File: src/rtl/arb_pkg.sv
// Shared types for the two-port unified-memory arbiter.
// The lock-length counter width is derived from LOCK_MAX.
package arb_pkg;

    typedef enum logic [1:0] {
        IDLE  = 2'd0,
        OWN_C = 2'd1,
        OWN_D = 2'd2
    } owner_t;

    typedef enum logic {
        PORT_C = 1'b0,
        PORT_D = 1'b1
    } port_id_t;

    localparam int LOCK_MAX_DEFAULT = 4;

    function automatic int lock_w(input int lock_max);
        return $clog2(lock_max + 1);
    endfunction

    localparam int LOCK_W = lock_w(LOCK_MAX_DEFAULT);

endpackage

File: src/rtl/arb_beat_counter.sv
// Saturating count of beats granted to the current owner.
// A clear has priority over an increment.
module arb_beat_counter #(
    parameter int MAX = 4,
    parameter int W   = 3
) (
    input  logic clk,
    input  logic reset,
    input  logic clr,
    input  logic inc,
    output logic at_max
);

    localparam logic [W-1:0] MAX_V = W'(MAX);

    logic [W-1:0] count_q;
    logic [W-1:0] count_d;

    always_comb begin
        count_d = count_q;
        if (clr) begin
            count_d = '0;
        end else if (inc && !at_max) begin
            count_d = count_q + W'(1);
        end
    end

    always_ff @(posedge clk or negedge reset) begin
        if (!reset) begin
            count_q <= '0;
        end else begin
            count_q <= count_d;
        end
    end

    assign at_max = (count_q == MAX_V);

endmodule

File: src/rtl/mem_arbiter.sv
// Two-port arbiter (core C, DMA D) in front of a single synchronous-read memory.
// Registered owner with round-robin tie break and a bounded lock length.
module mem_arbiter
    import arb_pkg::*;
#(
    parameter int AW       = 32,
    parameter int DW       = 32,
    parameter int LOCK_MAX = 4
) (
    input  logic          clk,
    input  logic          reset,
    input  logic          c_req,
    input  logic          c_we,
    input  logic [AW-1:0] c_adr,
    input  logic [DW-1:0] c_wd,
    output logic          c_gnt,
    output logic          c_rvalid,
    output logic [DW-1:0] c_rd,
    input  logic          d_req,
    input  logic          d_we,
    input  logic [AW-1:0] d_adr,
    input  logic [DW-1:0] d_wd,
    output logic          d_gnt,
    output logic          d_rvalid,
    output logic [DW-1:0] d_rd,
    output logic          mem_we,
    output logic [AW-1:0] mem_adr,
    output logic [DW-1:0] mem_wd,
    input  logic [DW-1:0] mem_rd
);

    localparam int CNT_W = lock_w(LOCK_MAX);

    owner_t        owner_q, owner_d;
    port_id_t      last_q, last_d;
    logic          c_rvalid_q, c_rvalid_d;
    logic          d_rvalid_q, d_rvalid_d;
    logic [DW-1:0] c_rd_q, c_rd_d;
    logic [DW-1:0] d_rd_q, d_rd_d;
    logic [AW-1:0] adr_q, adr_d;
    logic [DW-1:0] wd_q, wd_d;

    logic at_max;
    logic cnt_clr;
    logic cnt_inc;
    logic c_own, d_own;
    logic c_gnt_w, d_gnt_w;

    arb_beat_counter #(
        .MAX (LOCK_MAX),
        .W   (CNT_W)
    ) u_beats (
        .clk    (clk),
        .reset  (reset),
        .clr    (cnt_clr),
        .inc    (cnt_inc),
        .at_max (at_max)
    );

    always_comb begin
        c_own = (owner_q == OWN_C);
        d_own = (owner_q == OWN_D);
        // At the lock limit with the other port waiting, this cycle is the switch bubble.
        c_gnt_w = c_own && c_req && !(at_max && d_req);
        d_gnt_w = d_own && d_req && !(at_max && c_req);

        owner_d = owner_q;
        last_d  = last_q;
        unique case (owner_q)
            IDLE: begin
                if (c_req && d_req) begin
                    owner_d = (last_q == PORT_D) ? OWN_C : OWN_D;
                end else if (c_req) begin
                    owner_d = OWN_C;
                end else if (d_req) begin
                    owner_d = OWN_D;
                end
            end
            OWN_C: begin
                if (!c_req) begin
                    last_d  = PORT_C;
                    owner_d = d_req ? OWN_D : IDLE;
                end else if (at_max && d_req) begin
                    last_d  = PORT_C;
                    owner_d = OWN_D;
                end
            end
            OWN_D: begin
                if (!d_req) begin
                    last_d  = PORT_D;
                    owner_d = c_req ? OWN_C : IDLE;
                end else if (at_max && c_req) begin
                    last_d  = PORT_D;
                    owner_d = OWN_C;
                end
            end
            default: owner_d = IDLE;
        endcase

        cnt_clr = (owner_d != owner_q) && (owner_d != IDLE);
        cnt_inc = c_gnt_w || d_gnt_w;

        // Address and write data follow the owner while it requests, else hold.
        adr_d = adr_q;
        wd_d  = wd_q;
        if (c_own && c_req) begin
            adr_d = c_adr;
            wd_d  = c_wd;
        end else if (d_own && d_req) begin
            adr_d = d_adr;
            wd_d  = d_wd;
        end

        c_rvalid_d = c_gnt_w && !c_we;
        d_rvalid_d = d_gnt_w && !d_we;
        c_rd_d     = c_rvalid_q ? mem_rd : c_rd_q;
        d_rd_d     = d_rvalid_q ? mem_rd : d_rd_q;
    end

    always_ff @(posedge clk or negedge reset) begin
        if (!reset) begin
            owner_q    <= IDLE;
            last_q     <= PORT_D;
            c_rvalid_q <= 1'b0;
            d_rvalid_q <= 1'b0;
            c_rd_q     <= '0;
            d_rd_q     <= '0;
            adr_q      <= '0;
            wd_q       <= '0;
        end else begin
            owner_q    <= owner_d;
            last_q     <= last_d;
            c_rvalid_q <= c_rvalid_d;
            d_rvalid_q <= d_rvalid_d;
            c_rd_q     <= c_rd_d;
            d_rd_q     <= d_rd_d;
            adr_q      <= adr_d;
            wd_q       <= wd_d;
        end
    end

    assign c_gnt    = c_gnt_w;
    assign d_gnt    = d_gnt_w;
    assign mem_we   = (c_gnt_w && c_we) || (d_gnt_w && d_we);
    assign mem_adr  = adr_d;
    assign mem_wd   = wd_d;
    assign c_rvalid = c_rvalid_q;
    assign d_rvalid = d_rvalid_q;
    assign c_rd     = c_rd_d;
    assign d_rd     = d_rd_d;

endmodule

File: config.mk
export PLATFORM = sky130hd
export DESIGN_NAME = mem_arbiter
export DESIGN_NICKNAME = d
export VERILOG_FILES = /design/src/rtl/arb_pkg.sv /design/src/rtl/arb_beat_counter.sv /design/src/rtl/mem_arbiter.sv
export SDC_FILE = /design/constraint.sdc
export NUM_CORES = 1
export LEC_CHECK = 0
export ABC_AREA = 1
export BUFFER_PORTS_ARGS = -buffer_cell sky130_fd_sc_hd__buf_2
export CAP_MARGIN = 15
export CORE_AREA = 2 2 124 126
export DETAILED_ROUTE_END_ITERATION = 8
export DIE_AREA = 0 0 126 128
export MAX_ROUTING_LAYER = met4
export PLACE_DENSITY = 0.69
export RECOVER_POWER = 50
export SYNTH_ARGS = -nofsm -noshare
export SYNTH_HDL_FRONTEND = slang
export SYNTH_SLANG_ARGS = --single-unit
File: constraint.sdc
create_clock -name clk -period 3.3 [get_ports clk]
set_input_delay 0 -clock clk [delete_from_list [all_inputs] [get_ports clk]]
set_output_delay 0 -clock clk [all_outputs]
set_load 0.01 [all_outputs]
# Yosys cells after proc, flatten, opt, wreduce, memory -nomap -nowiden
# Index checks and enable logic that the tools add are counted.
# word_totals
reg_bits	136
# op_classes
n_addsub	1
n_eq_ne	6
mux	24
reduce_logical	25
# op_table
operator	n
32-bit two-way mux	6
2-bit two-way mux	9
1-bit logical AND	13
3-bit two-way mux	2
3-bit by 2-bit != test with 1-bit output (second input constant)	2
2-bit case mux with 3 select lines	1
2-bit nonzero test	3
1-bit logical NOT	5
1-bit two-way mux	5
3-bit by 1-bit adder with 3-bit output (second input constant)	1
3-bit equality test (second input constant)	1
3-bit AND reduction	1
2-bit by 1-bit equality test with 1-bit output (second input constant)	1
2-bit equality test (second input constant)	1
2-bit logical NOT	1
1-bit logical OR	2
2-bit != test	1
1-bit case mux with 2 select lines	1

# Longest topological paths before layout
# Gate-level depths: netlist of the first run.
# logic_depth
depth_word	8
depth_mapped	12
depth_no_buf	12

# Hierarchy
# From an unflattened synthesis of the first run, not the netlist that was laid out.
# unflattened
hier_cells	570
hier_area_um2	5806.8
# modules_own_cells
module	n_inst	cells_each	area_each_um2
mem_arbiter	1	545	5621.6
arb_beat_counter	1	25	185.2

# Worst setup path before layout of the first run
# No wires, ideal clock.
# synth_timing
path_type	register to register
from	register owner_q[0]
to	register adr_q[0]
setup_time_ns	0.131
arrival_ns	1.567
t_required_ns	3.169
path_slack_ns	1.602
path_stages_with_launch	8
path_buffers	2
synth_period_minus_slack_ns	1.698
path_cell_list	dfrtp_1 -> inv_1 -> ha_1 -> nand2_1 -> buf_4 -> clkbuf_1 -> nand2_1 -> a31oi_1
# synth_between
elab_chain_cells	4
elab_cells_between_ends	6
cone_classes	eq/ne: 2; mux: 2; reduce/logical: 2
# synth_rtl
element	line_no	text
from (decl)	mem_arbiter.sv:34	owner_t owner_q, owner_d;
from (signal assigned)	mem_arbiter.sv:131	owner_q <= owner_d;
2-bit equality test	mem_arbiter.sv:62	d_own = (owner_q == OWN_D);
named net d_own	mem_arbiter.sv:46	logic c_own, d_own;
1-bit logical AND	mem_arbiter.sv:109	end else if (d_own && d_req) begin
32-bit two-way mux	mem_arbiter.sv:109	
32-bit two-way mux	mem_arbiter.sv:106	if (c_own && c_req) begin
named net mem_adr[0]	mem_arbiter.sv:27	output logic [AW-1:0] mem_adr,
to (signal assigned)	mem_arbiter.sv:137	adr_q <= adr_d;
to (decl)	mem_arbiter.sv:40	logic [AW-1:0] adr_q, adr_d;
# The timed path passes the listed nets, and every way through them passes these cells.
# A chain may end at the register's enable or synchronous reset.

# Worst setup path after layout of the first run
# layout_timing
from	register d_rvalid_q, in the netlist d_rvalid
to	output port d_rd[27]
# layout_between
elab_chain_cells	1
# layout_rtl
element	line_no	text
from (decl)	mem_arbiter.sv:37	logic d_rvalid_q, d_rvalid_d;
from (signal assigned)	mem_arbiter.sv:134	d_rvalid_q <= d_rvalid_d;
32-bit two-way mux	mem_arbiter.sv:117	d_rd_d = d_rvalid_q ? mem_rd : d_rd_q;
to (decl)	mem_arbiter.sv:25	output logic [DW-1:0] d_rd,
# Every way passes these cells.

==> metrics.txt, run 1 <==
Worst-path clk slew roughly 0.06 ns; RSZ-0062 raised after global routing no; HPWL after detailed placement approximately 12 mm; post-synthesis sequential element count approximately 140; reg-to-reg setup timing slack about 0.56 ns; CP Cell Sequence clkbuf_1 > mux2_2 > buf_2; Critical Path RT 3.30 ns; flip-flop and latch area 3405 µm²; Max VDD drop roughly 0.45 mV; Synth Cell Area between 5000 and 6000 µm²; YS warnings 0; Fin Hold WS 0.1016 ns; CTS root buf clkbuf_16; Synth Area in Compound Gates around 7.6%; Post-Synth XOR/XNOR Area less than 1%; CTS tree yes; first-pass GRT wire length a little over 30 mm; post-synthesis adder-cell area fraction approximately 1.3%; crit path kind reg2out; CP bufs+invs 2; Wirelength per Cell roughly 16 µm; clk_skew 0.008114 ns; Avg Cell Area, Syn between 10 and 15 µm²; CP Max Fanout 33; row count 45; final cell utilization of the core 65.19%; Tightest Pin Transition between 2 and 2.5 ns; Area Overhead vs Synth 67.58%; CTS Buf Count 17; Crit-path slowest cell clkbuf_1; Startpoint Class flop; end of the worst hold path c_rvalid; CP delay by family, top buffers and inverters; post-synth top area cell dfrtp_1; Starting Density 38.90%; vias in the first global route 6007; Cells after Synth approximately 560; largest net degree at the start of global routing 82; syn_nets approximately 740; gr usage total roughly a quarter; max_cap viols 3; worst reg2reg path endpoint wd_q[7]; Fin. Hold Viols 0; worst endpoint data arrival time ~2.9 ns; Setup TNS 0 ns; DR pass1 iterations 5; DR vias 5936; failing checks capacitance limit, slew limit; Distinct cells, synth 20; fmax about 350 MHz; Via density 4.878; initial antenna violation count 1; share of cells above drive strength 1 between 30% and 40%; Slew HR -39.40%; top cells by area, synth dfrtp_1 (58%), mux2_2 (12%), nand2_1 (9.7%); mux share of post-synthesis cell area between 10% and 20%; filler cell count approximately 1100; fin crit share just under 90%; most frequent cells in the layout buf_2 (295), dlygate4sd3_1 (163), nand2_1 (148), dfrtp_1 (135), nor2_1 (74); footprint of the multi-input gates around 2200 µm²; Worst Hold Depth 4; Worst setup EP type output pin; largest family of logic cells by synthesized area simple AND/OR/NAND/NOR gates; hold buffer count at cts 163; CP max stage delay 1.48 ns; CORE AREA roughly 15000 µm²; io pins ~300; drc violations 0; Final GP Congestion 0.9028; Routed Antenna Nets 0; Yosys top cell area share approximately 58%; worst-skew pair later-pin latency roughly 0.41 ns; cts repair resizes 0; minimum clock period 2.871 ns; most common cell after layout, fill and taps aside buf_2; simple logic cell fraction of the synthesized area 15.67%; Sink Count approximately 140; Layout Nets approximately 1200; Setup Viol. Count Final 0; die height 128 µm; r2r startpoint owner_q[0]; crit path launch d_rvalid; H-Tree Depth 4; Setup Buffers After CTS 0; hold path startpoint d_req; total gr overflow 0; CTS max path bufs 2; die area roughly 16000 µm²; worst min-delay path class in2reg; fin. max-slew vios 150; Die Width about 130 µm; post-synthesis sequential area ratio 58.88%; Cell Pwr Density 948.6 nW/µm²; Post-Route WL ~20 mm; IO buf count between 200 and 300; FF-to-FF path depth 8; leakage power total 4.873 nW; drt initial violations 307; status complete, but fails checks
## cell families after synthesis
| group | after synthesis |
|---|---|
| AND/OR/NAND/NOR | 236 |
| flip-flops | 136 |
| AO/OA/AOI/OAI | 68 |
| multiplexers | 64 |
| buffers and inverters | 52 |
| adder cells (fa/ha/maj) | 6 |
| XOR/XNOR | 2 |
## Yosys cell counts, drive strengths merged
cell	count
dfrtp	135
buf	22
clkbuf	14
nor2	74
xor2	2
mux2	64
a22o	1
dfstp	1
nand3	8
a22oi	1
nand2	154
ha	6
o21ai	2
clkinv	2
a31oi	64
inv	14
## area by class of cell
| class | instances | area share (%) |
|---|---|---|
| flip-flops and latches | 136 | 35.14 |
| repair buffers | 468 | 32.80 |
| multi-input cells | 376 | 22.39 |
| clock buffers | 17 | 4.390 |
| well taps | 188 | 2.428 |
| clock inverters | 15 | 2.208 |
| inverters | 16 | 0.6198 |
| diodes | 1 | 0.02583 |
## metrics by stage
stage	worst slack (ns)	power (mW)	std cells	instance area, µm²
after detailed placement	1.136	6.273	1021	7445
after global routing	0.2396	9.757	1217	9689
after floorplan	1.602	4.789	564	5782
after global placement	1.202	6.194	1021	7445
after CTS	0.6473	9.206	1216	9716
final	0.4290	9.191	1217	9689
## worst max-delay path by stage
stage | end | cells after the start
floorplan | adr_q[0] | 7
global placement | mem_wd[2] | 8
detailed placement | mem_wd[22] | 8
CTS | wd_q[7] | 8
global route | wd_q[24] | 3
finish | d_rd[27] | 3
## registers in the layout, summed over array words and instances, names as in the netlist
signal	count
d_rvalid	1
c_rvalid	1
last_q	1
d_rd_q	32
adr_q	32
u_beats.count_q	3
wd_q	32
c_rd_q	32
owner_q	2
## layer usage
layer	vias to the layer above	global-route usage [%]	share of wire, %
met3	32	6.177	5.9
met2	249	42.47	51
met1	2864	28.57	41
li1	2791	-	-
met4	0	6.981	1.7
met5	-	-	0
## report_power, final
group / internal [mW] / leakage, nW / switching [mW]
logic: 2.14 / 2.93 / 2.27
registers: 2.50 / 1.63 / 0.232
clock network: 1.28 / 0.311 / 0.771
total: 5.92 / 4.87 / 3.28
## worst register-to-register path: cells and delay by family (launching register included)
| kind | cells | cell delay (ns) |
|---|---|---|
| AOI/OAI and AO/OA | 1 | 0.22 |
| buffers and inverters | 4 | 1.60 |
| adders and majority gates | 1 | 0.21 |
| DFF | 1 | 0.45 |
| and+or+nand+nor | 2 | 0.18 |
Power figures use the tool's default switching activity.
==> inputs of run 2 (changes only) <==
Settings changed: CELL_PAD_IN_SITES_DETAIL_PLACEMENT set to 1, CELL_PAD_IN_SITES_GLOBAL_PLACEMENT set to 1, CORE_AREA 2 2 124 126 to 2 2 130 132, DIE_AREA 0 0 126 128 to 0 0 132 134, PLACE_DENSITY 0.69 to 0.83, REMOVE_ABC_BUFFERS set to 1.
==> run 2 against run 1 <==
Against the previous run:
- the flow still finishes with violations (capacitance limit, slew limit)
- final area fell by 0.25%
- non-clock buffer count unchanged
- final cell count increased by 2.8%
- worst setup slack worse by 0.012 ns
==> metrics.txt, run 2 (same netlist as run 1, synthesis figures left out) <==
CP bufs+invs 4 (was 2); RSZ-0062 raised after global routing no (unchanged); placed insts 1053 (was 1021); CP delay by family, top buffers and inverters (unchanged); CTS tree yes (unchanged); Worst-path clk slew 0.06 ns (about the same); Slew HR -34.02% (was -39.40%); most heavily used metal layer in global routing met2 (unchanged); row count 47 (was 45); final cell utilization of the core 59.34% (was 65.19%); fmax 346.9 MHz (was 348.3 MHz); Place WS 1.086 ns (was 1.136 ns); CP max stage delay 0.63 ns (was 1.48 ns); worst reg2reg path endpoint wd_q[18] (was wd_q[7]); CTS max path bufs 2 (unchanged); initial antenna violation count 3 (was 1); r2r startpoint owner_q[0] (unchanged); Sink Count 136 (unchanged); Post-Route WL 24.33 mm (was 19.58 mm); M2 GR Usage 50.29% (was 42.47%); Fin. Hold Viols 0 (unchanged); largest net degree at the start of global routing 129 (was 82); IO buf count 298 (unchanged); drt initial violations 264 (was 307); met1 GRT Util 31.14% (was 28.57%); DR pass1 iterations 4 (was 5); Area Overhead vs Synth 67.17% (was 67.58%); most common cell after layout, fill and taps aside buf_2 (unchanged); Levels on crit path 8 (was 3); die area 17690 µm² (was 16130 µm²); Fin Hold WS 0.1328 ns (was 0.1016 ns); DP Area 7485 µm² (was 7445 µm²); HPWL after detailed placement 12.57 mm (was 11.65 mm); fin crit share 87.36% (was 87.00%); Startpoint Class flop (unchanged); DR vias 6152 (was 5936); io pins 299 (unchanged); CTS root buf clkbuf_16 (unchanged); most frequent cells in the layout buf_2 (295), dlygate4sd3_1 (163), nand2_1 (148), dfrtp_1 (135), nor2_1 (74) (unchanged); Setup crit end wd_q[18] (was d_rd[27]); failing checks capacitance limit, slew limit (unchanged); Setup Buffers After CTS 0 (unchanged); worst endpoint data arrival time 3.22 ns (was 2.87 ns); reg-to-reg setup timing slack 0.42 ns (was 0.56 ns); Cell Pwr Density 952.5 nW/µm² (was 948.6 nW/µm²); Tightest Pin Transition 2.010 ns (was 2.091 ns); Critical Path RT 3.64 ns (was 3.30 ns); CORE AREA 16290 µm² (was 14860 µm²); Final Non-Filler Cells 1251 (was 1217); Routed Antenna Nets 0 (unchanged); first-pass GRT wire length 38.38 mm (was 30.65 mm); Layout Nets 1187 (unchanged); total gr overflow 0 (unchanged); Starting Density 35.49% (was 38.90%); CP Max Fanout 36 (was 33); FF-to-FF path depth 8 (unchanged); H-Tree Depth 4 (unchanged); clk_skew 0.008913 ns (was 0.008114 ns); Wirelength per Cell 19.45 µm (was 16.09 µm); Worst setup EP type flop (was output pin); leakage power total 4.838 nW (was 4.873 nW); PnR worst setup slack 0.4172 ns (was 0.4290 ns); status complete, but fails checks (unchanged); post-route cell area 9666 µm² (was 9689 µm²); worst min-delay path class in2reg (unchanged); max_cap viols 3 (unchanged); Max VDD drop 0.4780 mV (was 0.4526 mV); minimum clock period 2.883 ns (was 2.871 ns); Setup Viol. Count Final 0 (unchanged); worst-skew pair later-pin latency 0.41 ns (about the same); hold buffer count at cts 163 (unchanged); Power Total 9.206 mW (was 9.191 mW); drc violations 0 (unchanged); Setup TNS 0 ns (unchanged); fin. max-slew vios 131 (was 150); CP Cell Sequence inv_1 > ha_1 > nand2_2 > inv_2 > buf_4 > nand2_1 > a31oi_1 > dlygate4sd3_1 (was clkbuf_1 > mux2_2 > buf_2); CTS Buf Count 17 (unchanged); vias in the first global route 7022 (was 6007); die height 134 µm (was 128 µm); met3 Usage GRT 6.992% (was 6.177%); gr usage total 28.60% (was 24.58%); Crit-path slowest cell dlygate4sd3_1 (was clkbuf_1); Die Width 132 µm (was 126 µm); cts repair resizes 0 (unchanged); Final GP Congestion 0.7575 (was 0.9028); share of cells above drive strength 1 33.85% (was 34.92%); crit path launch owner_q[0] (was d_rvalid); crit path kind reg2reg (was reg2out); Via density 4.918 (was 4.878)
==> run 2: cell count changes in the layout (fill, tap and decap cells not counted), sizes merged <==
cell,previous run,this run
bufinv,4,0
diode,1,3
clkinvlp,1,3
inv,21,23
clkinv,5,4
clkbuf,23,24
==> run 2: worst min-delay path, stage by stage <==
cell	delay [ns]
buf_2	0.14
nand3_1	0.14
nand2_2	0.12
nor2_1	0.10
==> run 2: per-layer routing <==
| layer | routed length (µm) | up-vias | share of wire, % |
|---|---|---|---|
| met5 | 0 | - | 0 |
| met4 | 746 | 0 | 3.1 |
| met3 | 1458 | 56 | 6.0 |
| met2 | 12870 | 261 | 53 |
| met1 | 9258 | 3047 | 38 |
| li1 | - | 2788 | - |
==> run 2: power breakdown <==
group | total [mW] | internal (mW) | switching, mW
logic | 4.59 | 2.12 | 2.47
clock network | 1.83 | 1.01 | 0.813
registers | 2.79 | 2.50 | 0.290
==> run 2: area by class of cell <==
type | instances | area (µm²)
inverter | 16 | 60.06
antenna | 3 | 7.507
sequential | 136 | 3405
fill | 1847 | 6624
timing repair buffer | 468 | 3178
multi-input combinational | 376 | 2170
clock buffer | 18 | 439.2
tap | 220 | 275.3
clock inverter | 14 | 131.4
==> run 2: how the worst min path moves through the flow <==
stage           endpoint  cells past startpoint  slack [ns]   from
2_1_floorplan   adr_q[0]                      0       -0.30  reset
5_1_grt         d_rvalid                      4        0.16  c_req
6_report        d_rvalid                      4        0.13  c_req
3_3_place_gp   adr_q[22]                      1       0.007  reset
3_5_place_dp   adr_q[22]                      1        0.01  reset
4_1_cts         c_rvalid                      4        0.11  d_req
